**config.mk**
```make
export PLATFORM = sky130hd
export DESIGN_NAME = exp_align_pipe
export DESIGN_NICKNAME = d
export VERILOG_FILES = /design/src/rtl/fp_align_pkg.sv /design/src/rtl/align_shift_sticky.sv /design/src/rtl/exp_align_pipe.sv
export SDC_FILE = /design/constraint.sdc
export NUM_CORES = 1
export LEC_CHECK = 0
export ABC_AREA = 1
export CORE_MARGIN = 10
export CORE_UTILIZATION = 45
export CTS_BUF_LIST = sky130_fd_sc_hd__clkbuf_16
export DETAILED_ROUTE_END_ITERATION = 7
export PLACE_DENSITY = 0.68
export SETUP_SLACK_MARGIN = 0.5
export SLEW_MARGIN = 25
export SYNTH_ARGS = -nofsm -noshare
export SYNTH_HDL_FRONTEND = slang
export SYNTH_SLANG_ARGS = --single-unit
```
**constraint.sdc**
```tcl
create_clock -name clk -period 1.8 [get_ports clk]
set_input_delay 0.18 -clock clk [delete_from_list [all_inputs] [get_ports clk]]
set_output_delay 0.18 -clock clk [all_outputs]
set_load 0.02 [all_outputs]
```
**src/rtl/fp_align_pkg.sv**
```systemverilog
// Shared constants and helpers for the FP exponent-compare / alignment front end.
package fp_align_pkg;

  localparam int unsigned GRS_BITS = 3;

  // Effective exponent (denormals and zero behave as exponent 1) plus the hidden bit.
  function automatic logic [31:0] eff_exp(input logic [31:0] e, output logic hidden);
    hidden = (e != '0);
    return hidden ? e : 32'd1;
  endfunction

endpackage

```
**src/rtl/align_shift_sticky.sv**
```systemverilog
// Right shifter that folds every bit shifted past bit 0 into the sticky LSB,
// saturating to a pure sticky result when the shift covers the whole word.
module align_shift_sticky #(
  parameter int unsigned W  = 27,
  parameter int unsigned SW = 9
) (
  input  logic [W-1:0]  in_val,
  input  logic [SW-1:0] sh,
  output logic [W-1:0]  out_val
);

  logic [W-1:0] shifted;
  logic         sticky;

  always_comb begin
    shifted = '0;
    sticky  = 1'b0;
    if (32'(sh) >= W) begin
      sticky = |in_val;
    end else begin
      shifted = in_val >> sh;
      // Bits 0..sh all collapse into the result's LSB.
      for (int unsigned i = 0; i < W; i++) begin
        if (i <= 32'(sh)) sticky = sticky | in_val[i];
      end
    end
    out_val = {shifted[W-1:1], shifted[0] | sticky};
  end

endmodule

```
**src/rtl/exp_align_pipe.sv**
```systemverilog
// Two-stage exponent compare / significand alignment with valid-ready flow control.
module exp_align_pipe
  import fp_align_pkg::*;
#(
  parameter int unsigned EX_WIDTH    = 8,
  parameter int unsigned MAN_WIDTH   = 23,
  parameter bit          SWAP_ON_TIE = 1'b1
) (
  input  logic                    clk,
  input  logic                    rst_n,
  input  logic                    in_valid,
  output logic                    in_ready,
  input  logic [EX_WIDTH-1:0]     ea,
  input  logic [EX_WIDTH-1:0]     eb,
  input  logic [MAN_WIDTH-1:0]    fa,
  input  logic [MAN_WIDTH-1:0]    fb,
  input  logic                    sa,
  input  logic                    sb,
  input  logic                    op_sub,
  output logic                    out_valid,
  input  logic                    out_ready,
  output logic [EX_WIDTH-1:0]     max_exp,
  output logic [EX_WIDTH:0]       d,
  output logic                    swapped,
  output logic                    eff_sub,
  output logic                    sign_big,
  output logic [MAN_WIDTH:0]      m_big,
  output logic [MAN_WIDTH+3:0]    m_small
);

  localparam int unsigned SIG_W = MAN_WIDTH + 1;
  localparam int unsigned AL_W  = SIG_W + GRS_BITS;

  typedef struct packed {
    logic [EX_WIDTH-1:0] e_big;
    logic [EX_WIDTH:0]   d;
    logic                swapped;
    logic                eff_sub;
    logic                sign_big;
    logic [SIG_W-1:0]    m_big;
    logic [SIG_W-1:0]    m_small_unshifted;
  } s1_t;

  typedef struct packed {
    logic [EX_WIDTH-1:0] e_big;
    logic [EX_WIDTH:0]   d;
    logic                swapped;
    logic                eff_sub;
    logic                sign_big;
    logic [SIG_W-1:0]    m_big;
    logic [AL_W-1:0]     m_small;
  } s2_t;

  logic                v1_q, v1_d, v2_q, v2_d, init_q;
  s1_t                 r1_q, r1_d, s1_new;
  s2_t                 r2_q, r2_d;
  logic                load1, adv2;
  logic                ha, hb, swap;
  logic [EX_WIDTH-1:0] eeff_a, eeff_b;
  logic [SIG_W-1:0]    sig_a, sig_b;
  logic [AL_W-1:0]     aligned;

  assign in_ready  = init_q && (!v1_q || !v2_q || out_ready);
  assign load1     = in_valid && in_ready;
  assign adv2      = v1_q && (!v2_q || out_ready);

  always_comb begin
    ha     = 1'b0;
    hb     = 1'b0;
    eeff_a = EX_WIDTH'(eff_exp(32'(ea), ha));
    eeff_b = EX_WIDTH'(eff_exp(32'(eb), hb));
    sig_a  = {ha, fa};
    sig_b  = {hb, fb};
    swap   = (eeff_b > eeff_a) ||
             (SWAP_ON_TIE && (eeff_b == eeff_a) && (sig_b > sig_a));

    s1_new                   = '0;
    s1_new.e_big             = swap ? eeff_b : eeff_a;
    s1_new.d                 = {1'b0, swap ? (eeff_b - eeff_a) : (eeff_a - eeff_b)};
    s1_new.swapped           = swap;
    s1_new.eff_sub           = sa ^ sb ^ op_sub;
    s1_new.sign_big          = swap ? (sb ^ op_sub) : sa;
    s1_new.m_big             = swap ? sig_b : sig_a;
    s1_new.m_small_unshifted = swap ? sig_a : sig_b;
  end

  align_shift_sticky #(
    .W  (AL_W),
    .SW (EX_WIDTH + 1)
  ) u_shift (
    .in_val  ({r1_q.m_small_unshifted, {GRS_BITS{1'b0}}}),
    .sh      (r1_q.d),
    .out_val (aligned)
  );

  always_comb begin
    r1_d = load1 ? s1_new : r1_q;
    v1_d = load1 ? 1'b1 : (adv2 ? 1'b0 : v1_q);
    r2_d = r2_q;
    if (adv2) begin
      r2_d.e_big    = r1_q.e_big;
      r2_d.d        = r1_q.d;
      r2_d.swapped  = r1_q.swapped;
      r2_d.eff_sub  = r1_q.eff_sub;
      r2_d.sign_big = r1_q.sign_big;
      r2_d.m_big    = r1_q.m_big;
      r2_d.m_small  = aligned;
    end
    v2_d = adv2 ? 1'b1 : (out_ready ? 1'b0 : v2_q);
  end

  always_ff @(posedge clk or negedge rst_n) begin
    if (!rst_n) begin
      init_q <= 1'b0;
      v1_q   <= 1'b0;
      v2_q   <= 1'b0;
      r1_q   <= '0;
      r2_q   <= '0;
    end else begin
      init_q <= 1'b1;
      v1_q   <= v1_d;
      v2_q   <= v2_d;
      r1_q   <= r1_d;
      r2_q   <= r2_d;
    end
  end

  assign out_valid = v2_q;
  assign max_exp   = r2_q.e_big;
  assign d         = r2_q.d;
  assign swapped   = r2_q.swapped;
  assign eff_sub   = r2_q.eff_sub;
  assign sign_big  = r2_q.sign_big;
  assign m_big     = r2_q.m_big;
  assign m_small   = r2_q.m_small;

endmodule

```
==> results.toml, run 1 <==
[status]
status = "finished, violations left"
violations = "setup timing"

[floorplan]
io_pins = 142
die_area_sq_mm = 0.0268
rows = 52
die_y_um = 164
start_util = 0.459
core_sq_mm = 0.0203
fp.dieW_um = 164

[worst_hold_path]
hp-class = "in2reg"
worstHoldStart = "fb[15]"

[synthesis]
synth_ff_type = "dfrtp_1"
avgSynthCellArea_sq_um = 6.77
ys_warn_count = 0
async_reset_ff_frac = 1.00
syn-cell-area_sq_mm = 0.00931
seq_area_frac_synth = 0.376
syn_nets = 1485
synthCells = 1375
yosysUniqueCellTypes = 42
ys_ff_latch = 140
synth-edff-count = 0

[detailed_routing]
wl_per_cell_um = 18.5
via_count = 10700
firstDrtPassIters = 7
vias_per_cell = 5.46
routed_wl_um = 36400
final_antenna_net_count = 0
drt_iter0_markers = 907
drt_drc_violations_left = 0

[job]
cap_violations = 0

[finish]
instances_no_fill = 1965
diodes = 0
synthToLayoutAreaGrowth_pct = 61.7
nets = 1792
final_core_util = 0.741
drive_gt1_frac = 0.373

[sta]
clock_skew_ns = 0.00818
setup_viol = 73
timing.final.ws_setup_ns = -0.394
fmax_ghz = 0.456
drv_slew = 0
hold_viol = 0
rsz0062_at_grt = "yes"
period_needed_ns = 2.19
period_share = 1.22

[global_route]
antenna_found_initial = 0
grt_pass1_wl_um = 54800
grt_max_degree = 78
first_global_vias = 10400
grt-ovfl-total = 0
grt_use_total = 0.254

[placement]
dp_cells = 1858
dpl.hpwl_um = 22500
io_buffers = 140
place_congestion = 0.925
place_ws_ns = -1.13

[worst_setup_path]
crit_type = "in2reg"
slowest_delay_ns = 0.46
critical_path_required_ns = 2.18
crit_arrival_ns = 2.57
crit_fanout = 6
end_kind = "flip-flop"
startpoint_type = "input pin"
slowest_stage = "clkdlybuf4s50_1"
crit_start = "fa[7]"
crit_chain = "clkdlybuf4s50_1 > inv_1 > ha_1 > nand2_1 > nor2_1 > nor2_1 > nand2_1 > nand2_2 > nand3_2 > nand2_4 > nand2_8 > buf_12 > buf_12 > buf_16 > nand2_4 > nand3_2 > nand2_2"
r2r-start = "r1_q[58]$_DFFE_PN0P_"

[clock_network]
cts_tree = "built"
htree_levels = 4
clock-root-buffer = "clkbuf_16"
path_clk_slew_ns = 0.06
cts_buffers = 17
clk_latency_ns = 0.44
clock-sinks = 140
clk_path_buf_depth = 2

[power_and_ir_drop]
p_leak_nw = 7.78
powerDensity_mw_per_mm2 = 1100
ir_worst_vdd_mv = 0.760
## what timing repair did
action,4_1_cts,5_1_grt
endpoints found under the setup margin,184,143
hold endpoints to repair,38,0
pin swaps,100,96
hold buffers,1,0
cloned,12,13
setup buffers,37,12
resized for setup,464,186
## state kept, by name (all words and copies together), names as in the netlist
signal     flops
max_exp        8
d              8
v1_q           1
init_q         1
r1_q          67
m_big         24
m_small       27
out_valid      1
eff_sub        1
swapped        1
sign_big       1
## cells by family after synthesis
family                   after synthesis  share of synthesized area
other                                  2                   0.000807
XOR/XNOR                              14                     0.0132
buffers and inverters                211                      0.105
adder cells (fa/ha/maj)               41                     0.0567
AND/OR/NAND/NOR                      836                      0.370
AO/OA/AOI/OAI                        131                     0.0786
flip-flops                           140                      0.376
## cells in the mapped netlist (2+ instances only)
cell type,number,area [sq um]
o211ai_1,8,60.1
buf_6,13,146
fa_1,2,40.0
clkbuf_1,33,124
dfrtp_1,140,3500
nor2_2,2,12.5
o21bai_1,3,22.5
inv_1,117,439
ha_1,39,488
xor2_1,11,96.3
buf_2,22,110
nand3_1,182,911
buf_4,15,113
a31oi_1,2,12.5
nand2_1,571,2140
nor3_1,4,20.0
nor2_1,56,210
a22o_1,3,26.3
o21ai_1,7,35.0
o21ai_0,66,330
o31ai_1,2,15.0
nand4_1,7,43.8
a21o_1,2,15.0
o21ai_2,2,17.5
nand2_2,3,18.8
buf_1,5,18.8
conb_1,2,7.51
nor4_1,6,37.5
xnor2_1,3,26.3
clkinv_1,2,7.51
a21oi_1,31,155
inv_2,4,15.0
## worst max-delay path: cells and delay by family
| family | cells | cell delay (ns) |
|---|---|---|
| buffers and inverters | 5 | 0.93 |
| adder cells (fa/ha/maj) | 1 | 0.34 |
| AND/OR/NAND/NOR | 11 | 1.14 |
## routing by layer
metal / global-route usage / vias up / wire length [um]
met4: 0.107 / 0 / 1710
met1: 0.318 / 5064 / 14800
met3: 0.0488 / 152 / 2570
met2: 0.419 / 519 / 17200
met5: 0 / - / 0
li1: - / 4998 / -
## layout make-up
| cell class | instances | area [sq um] |
|---|---|---|
| Clock inverter | 15 | 183 |
| Fill cell | 1531 | 5250 |
| Multi-Input combinational cell | 1024 | 6180 |
| Timing Repair inverter | 1 | 6.26 |
| Timing Repair Buffer | 375 | 3910 |
| Clock buffer | 17 | 425 |
| Inverter | 123 | 497 |
| Tap cell | 270 | 338 |
| Sequential cell | 140 | 3510 |
## layout by cell type, fill, tap and decap left out, types with 22 or more instances in the layout
cell type / count
clkbuf_16: 28
nand2_2: 72
dfrtp_1: 138
nor2_1: 33
clkdlybuf4s15_2: 38
nand2_1: 474
o21ai_0: 25
nand2_4: 24
ha_1: 32
buf_12: 22
nand3_1: 115
inv_1: 99
buf_6: 32
buf_4: 156
clkdlybuf4s50_1: 45
nand3_2: 58
## report_power, final
group          total (W)  internal, W  switching [W]
clock            0.00378      0.00220        0.00158
combinational    0.00822      0.00352        0.00470
sequential       0.00450      0.00390       0.000592
## per-stage QoR
step	cell area, sq um	power, W	TNS, ns	hold WS [ns]
4_1_cts	14300	0.0157	-15.28	0.194
6_report	15000	0.0165	-20.77	0.195
3_5_place_dp	12200	0.0110	-69.55	0.124
2_1_floorplan	9640	0.00814	-19.29	-0.116
3_3_place_gp	12200	0.0109	-62.36	0.118
5_1_grt	15000	0.0174	-26.68	0.215
## path summary, 6_finish.rpt
path,end,slack [ns],cells past startpoint
setup reg to reg,m_small[3]$_DFFE_PN0P_,-0.06,12
setup / recovery,r1_q[9]$_DFFE_PN0P_,-0.39,17
hold reg to reg,max_exp[6]$_DFFE_PN0P_,0.47,2
min in group asynchronous,m_big[23]$_DFFE_PN0P_,0.22,2
max in group asynchronous,m_big[18]$_DFFE_PN0P_,0.88,3
hold / removal,r1_q[39]$_DFFE_PN0P_,0.19,5
Note: power is estimated with default switching activity, not from simulation.
==> run 2: changes to the inputs <==
Settings changed: ABC_AREA 1 to not set, CTS_BUF_LIST sky130_fd_sc_hd__clkbuf_16 to not set, PLACE_DENSITY 0.68 to 0.69.
==> results.toml, run 2 <==
[synthesis]
synth.top_cell.area_share = 0.404
synth_mux_area_frac = 0.120
yosysMostFrequentCell = "nand2_1"
synth_fa_ha_area_frac = 0.0621
synth_commonest_cells = "nand2_1 (250), dfrtp_1 (140), o21ai_0 (121), mux2i_1 (66), clkbuf_1 (62)"
ys_ff_latch = 140
yosysTopAreaCell = "dfrtp_1"
synth-xor-area-share = 0.00202
syn_nets = 1128
synth-edff-count = 0
async_reset_ff_frac = 1.00
synthCells = 1018
synth_top_family_by_area = "simple AND/OR/NAND/NOR gates"
yosys-top-cells-area = "dfrtp_1 (40%), nand2_1 (11%), mux2i_1 (7.6%)"
yosys.area_share.simple = 0.192
seq_area_frac_synth = 0.404
avgSynthCellArea_sq_um = 8.51
yosysUniqueCellTypes = 70
synth_compound_area_frac = 0.161
syn-cell-area_sq_mm = 0.00866
ys_warn_count = 0
synth_ff_type = "dfrtp_1"

[finish]
mostFrequentLayoutCells = "nand2_1 (235), buf_4 (189), dfrtp_1 (137), o21ai_1 (75), clkdlybuf4s50_1 (51)"
synthToLayoutAreaGrowth_pct = 60.7
diodes = 0
drive_gt1_frac = 0.400
mostFrequentLayoutCell = "nand2_1"
instances_no_fill = 1636
nets = 1473
regMostFlops = "r1_q"
n_fill_cell = 1305
largest_reg_flops = 67

[worst_setup_path]
crit_buf_inv = 8
crit_type = "in2reg"
slowest_stage = "or3_1"
crit_chain = "dlygate4sd2_1 > nor4_2 > buf_4 > nand2_4 > ha_4 > nand4_1 > buf_4 > nor4_4 > buf_4 > o31a_4 > buf_6 > o21a_4 > buf_6 > buf_6 > buf_6 > nor3_4 > or3_1 > a31oi_1"
crit_fanout = 5
critical_path_required_ns = 2.15
ff2ff_path_depth = 10
rrSetupSlack_ns = -0.35
r2r-end = "m_small[2]$_DFFE_PN0P_"
crit_family = "buffers and inverters"
r2r-start = "r1_q[51]$_DFFE_PN0P_"
end_kind = "flip-flop"
crit_path_frequent_cell = "buf_6"
crit_arrival_ns = 3.27
slowest_delay_ns = 0.32
startpoint_type = "input pin"

[power_and_ir_drop]
p_leak_nw = 6.63
ir_worst_vdd_mv = 0.739
powerDensity_mw_per_mm2 = 1070
power.total_w = 0.0149

[sta]
drv_slew = 0
hold_slack_ns = 0.124
fmax_ghz = 0.343
timing.final.ws_setup_ns = -1.12
period_share = 1.62
rsz0062_at_grt = "yes"
clock_skew_ns = 0.0137
period_needed_ns = 2.92
hold_viol = 0
tightest_slew_ns = 0.672
slew_headroom = 0.546
fin_setup_tns_ns = -67.45
setup_viol = 85

[placement]
place_ws_ns = -2.13
dp_cells = 1543
dpl.hpwl_um = 20100
io_buffers = 140
place_congestion = 0.887

[global_route]
first_global_vias = 9017
grt-ovfl-total = 0
grt_pass1_wl_um = 47100
antenna_found_initial = 0
grt_max_degree = 88
grt_use_total = 0.226

[worst_hold_path]
hp-class = "in2reg"
worstHoldEndpoint = "r1_q[63]$_DFFE_PN0P_"
whs_path_depth = 4
worstHoldStart = "ea[3]"

[detailed_routing]
wl_per_cell_um = 19.0
drt_iter0_markers = 552
drt_drc_violations_left = 0
via_count = 8934
final_antenna_net_count = 0
firstDrtPassIters = 5
routed_wl_um = 31100
vias_per_cell = 5.46

[floorplan]
core_sq_mm = 0.0188
io_pins = 142
fp.dieW_um = 159
start_util = 0.460
die_y_um = 159
rows = 50
die_area_sq_mm = 0.0252

[status]
violations = "setup timing"
status = "finished, violations left"

[clock_network]
clk_latency_ns = 0.44
path_clk_slew_ns = 0.07
cts_tree = "built"
cts_buffers = 17
htree_levels = 4
clk_path_buf_depth = 2
clock-root-buffer = "clkbuf_16"
clock-sinks = 140

[job]
cap_violations = 0
run 2: cells by family after synthesis:
family,after synthesis
XOR/XNOR,2
AO/OA/AOI/OAI,236
multiplexers,86
AND/OR/NAND/NOR,387
flip-flops,140
other,2
buffers and inverters,123
adder cells (fa/ha/maj),42
run 2: worst max path at each step:
stage	slack (ns)	end	from	cells after the start
2_1_floorplan	-1.34	r1_q[56]$_DFFE_PN0P_	ea[0]	15
3_3_place_gp	-2.03	r1_q[56]$_DFFE_PN0P_	eb[4]	12
3_5_place_dp	-2.13	r1_q[56]$_DFFE_PN0P_	eb[4]	12
4_1_cts	-1.02	r1_q[56]$_DFFE_PN0P_	ea[3]	11
5_1_grt	-1.18	r1_q[56]$_DFFE_PN0P_	ea[3]	11
6_report	-1.12	r1_q[53]$_DFFE_PN0P_	eb[4]	18
run 2: per-layer routing:
| metal | vias to the layer above | GRT usage | share of wire |
|---|---|---|---|
| li1 | 4224 | - | - |
| met4 | 0 | 0.0795 | 0.032 |
| met3 | 74 | 0.0467 | 0.050 |
| met1 | 4320 | 0.275 | 0.42 |
| met5 | - | 0 | 0 |
| met2 | 316 | 0.388 | 0.50 |
run 2: worst reg2reg max path, delay by kind of cell (launching register included):
family / cells / cell delay [ns]
AND/OR/NAND/NOR: 1 / 0.08
multiplexers: 2 / 0.42
AO/OA/AOI/OAI: 4 / 0.64
buffers and inverters: 3 / 0.47
flip-flops: 1 / 0.44
run 2: cell type report:
type	count	area, sq um	share of cell area
clock buffer	20	447	0.0321
clock inverter	12	185	0.0133
inverter	46	176	0.0127
multi-input combinational	757	5630	0.404
sequential	140	3510	0.252
tap	260	325	0.0234
timing repair buffer	401	3660	0.263
run 2: report_power, final:
part | switching (W) | internal [W] | leakage [nW]
logic | 0.00361 | 0.00319 | 4.56
registers | 0.000475 | 0.00380 | 1.77
clock network | 0.00148 | 0.00237 | 0.294
total | 0.00557 | 0.00937 | 6.63
run 2: timing repair:
action | 4_1_cts | 5_1_grt
endpoints found under the setup margin | 207 | 179
hold buffers | 1 | 0
pin swaps | 68 | 35
setup buffers | 32 | 19
gates cloned | 6 | 3
endpoints found under the hold margin | 45 | 0
resized for setup | 419 | 159
run 2: metrics by stage:
step | area [sq um] | utilization
CTS | 13500 | 0.715
detailed placement | 11800 | 0.627
finish | 13900 | 0.740
global route | 13900 | 0.740
global placement | 11800 | 0.627
floorplan | 8820 | -
==> run 3: changes to the inputs <==
Settings changed: CELL_PAD_IN_SITES_DETAIL_PLACEMENT set to 0, CELL_PAD_IN_SITES_GLOBAL_PLACEMENT set to 1, CORE_UTILIZATION 45 to 41, PLACE_DENSITY 0.69 to 0.82.
==> results.toml, run 3 (synthesized netlist as in run 2, its figures left out) <==
[floorplan]
start_util = 0.415
rows = 53
die_area_sq_mm = 0.0273
fp.dieW_um = 165
io_pins = 142
die_y_um = 165
core_sq_mm = 0.0209

[power_and_ir_drop]
swShare = 0.375
powerDensity_mw_per_mm2 = 1070
p_leak_nw = 6.59
p_seq_frac = 0.292
pwr-share-clk = 0.252
power.total_w = 0.0147
p_comb_frac = 0.456
switchingPower_w = 0.00551
ir_worst_vdd_mv = 0.772
p_int_w = 0.00919

[worst_setup_path]
critical_path_required_ns = 2.11
rrSetupSlack_ns = -0.32
ff2ff_path_depth = 11
startpoint_type = "input pin"
crit_type = "in2reg"
crit_fanout = 4
end_kind = "flip-flop"
crit_arrival_ns = 3.14

[global_route]
grt_pass1_wl_um = 45900
grt_use_total = 0.211
antenna_found_initial = 0
grt_max_degree = 60
grt-ovfl-total = 0
first_global_vias = 8817

[detailed_routing]
firstDrtPassIters = 5
wl_per_cell_um = 18.2
drt_drc_violations_left = 0
drt_iter0_markers = 620
final_antenna_net_count = 0
vias_per_cell = 5.31
routed_wl_um = 29700
via_count = 8688

[sta]
clock_skew_ns = 0.0113
rsz0062_at_grt = "yes"
period_needed_ns = 2.83
fmax_ghz = 0.353
drv_slew = 0
setup_viol = 88
timing.final.ws_setup_ns = -1.03
hold_viol = 0
period_share = 1.57

[clock_network]
clk_path_buf_depth = 2
clock-sinks = 140
path_clk_slew_ns = 0.07
htree_levels = 4
clock-root-buffer = "clkbuf_16"
cts_buffers = 17
clk_latency_ns = 0.43
cts_tree = "built"

[placement]
post_dp_cell_area_sq_mm = 0.0118
place_ws_ns = -1.91
io_buffers = 140
dpl.hpwl_um = 20400
place_congestion = 0.901
dp_cells = 1550

[finish]
largest_reg_flops = 67
synthToLayoutAreaGrowth_pct = 58.9
regMostFlops = "r1_q"
mostFrequentLayoutCell = "nand2_1"
instances_no_fill = 1636
mostFrequentLayoutCells = "nand2_1 (236), buf_4 (176), dfrtp_1 (135), mux2i_1 (59), o21ai_1 (54)"
nets = 1458
drive_gt1_frac = 0.375
diodes = 0
n_fill_cell = 1777
final_cell_area_sq_mm = 0.0138

[status]
status = "finished, violations left"
violations = "setup timing"

[worst_hold_path]
hp-class = "in2async"

[job]
cap_violations = 0
run 3: cell types whose count changed in the layout (fill, tap and decap cells not counted), sizes merged, moves of 3 or more:
| cell | before | now |
|---|---|---|
| buf | 268 | 250 |
| clkinv | 1 | 7 |
| dlygate4sd2 | 6 | 12 |
| clkdlybuf4s15 | 28 | 25 |
| clkinvlp | 5 | 2 |
run 3: layout make-up:
type	count	area, sq um	area share
Clock buffer	19	443	0.0322
Clock inverter	13	165	0.0120
Inverter	46	176	0.0128
Multi-Input combinational cell	757	5530	0.401
Sequential cell	140	3510	0.255
Tap cell	275	344	0.0250
Timing Repair Buffer	386	3610	0.262
run 3: routing by layer:
metal	vias to the layer above	GRT usage	wire length, um
li1	4192	-	-
met1	4239	0.258	12700
met2	216	0.368	14900
met3	41	0.0481	1590
met4	0	0.0551	558
met5	-	0	0
run 3: metrics by stage:
step	hold WS (ns)	utilization	setup TNS, ns
floorplan	-0.116	-	-63.86
global route	0.185	0.659	-69.80
detailed placement	0.0455	0.565	-118.30
global placement	0.0475	0.565	-114.65
finish	0.161	0.659	-60.25
CTS	0.159	0.641	-58.96
run 3: final timing paths:
path,start,to
max in group asynchronous,rst_n,out_valid$_DFFE_PN0P_
min,rst_n,m_big[16]$_DFFE_PN0P_
min in group clk,ea[3],r1_q[63]$_DFFE_PN0P_
max reg2reg,r1_q[51]$_DFFE_PN0P_,m_small[2]$_DFFE_PN0P_
max,ea[3],r1_q[56]$_DFFE_PN0P_
min reg2reg,r1_q[24]$_DFFE_PN0P_,m_big[0]$_DFFE_PN0P_
run 3: power by group through the flow:
stage	registers, W	logic, W	clock network [W]
floorplan	0.00472	0.00251	0
global placement	0.00429	0.00555	0
detailed placement	0.00431	0.00560	0
CTS	0.00427	0.00624	0.00374
global route	0.00438	0.00719	0.00388
finish	0.00429	0.00670	0.00370
run 3: repair_timing:
| action | CTS | global route |
|---|---|---|
| buffers inserted | 24 | 16 |
| endpoints found under the setup margin | 167 | 161 |
| cloned | 10 | 3 |
| pin swaps | 63 | 46 |
| hold buffers | 1 | 0 |
| resized for setup | 361 | 141 |
| hold endpoints to repair | 140 | 0 |
run 3: worst max-delay path, cell delays in order:
cell and delay, ns:
buf_6 0.09, or4_4 0.54, nor2_4 0.14, buf_6 0.11, ha_4 0.20, nand4_1 0.16, a21oi_1 0.06, or4_4 0.57
o21a_4 0.23, or4_4 0.43, nand3_2 0.08, or3b_1 0.33
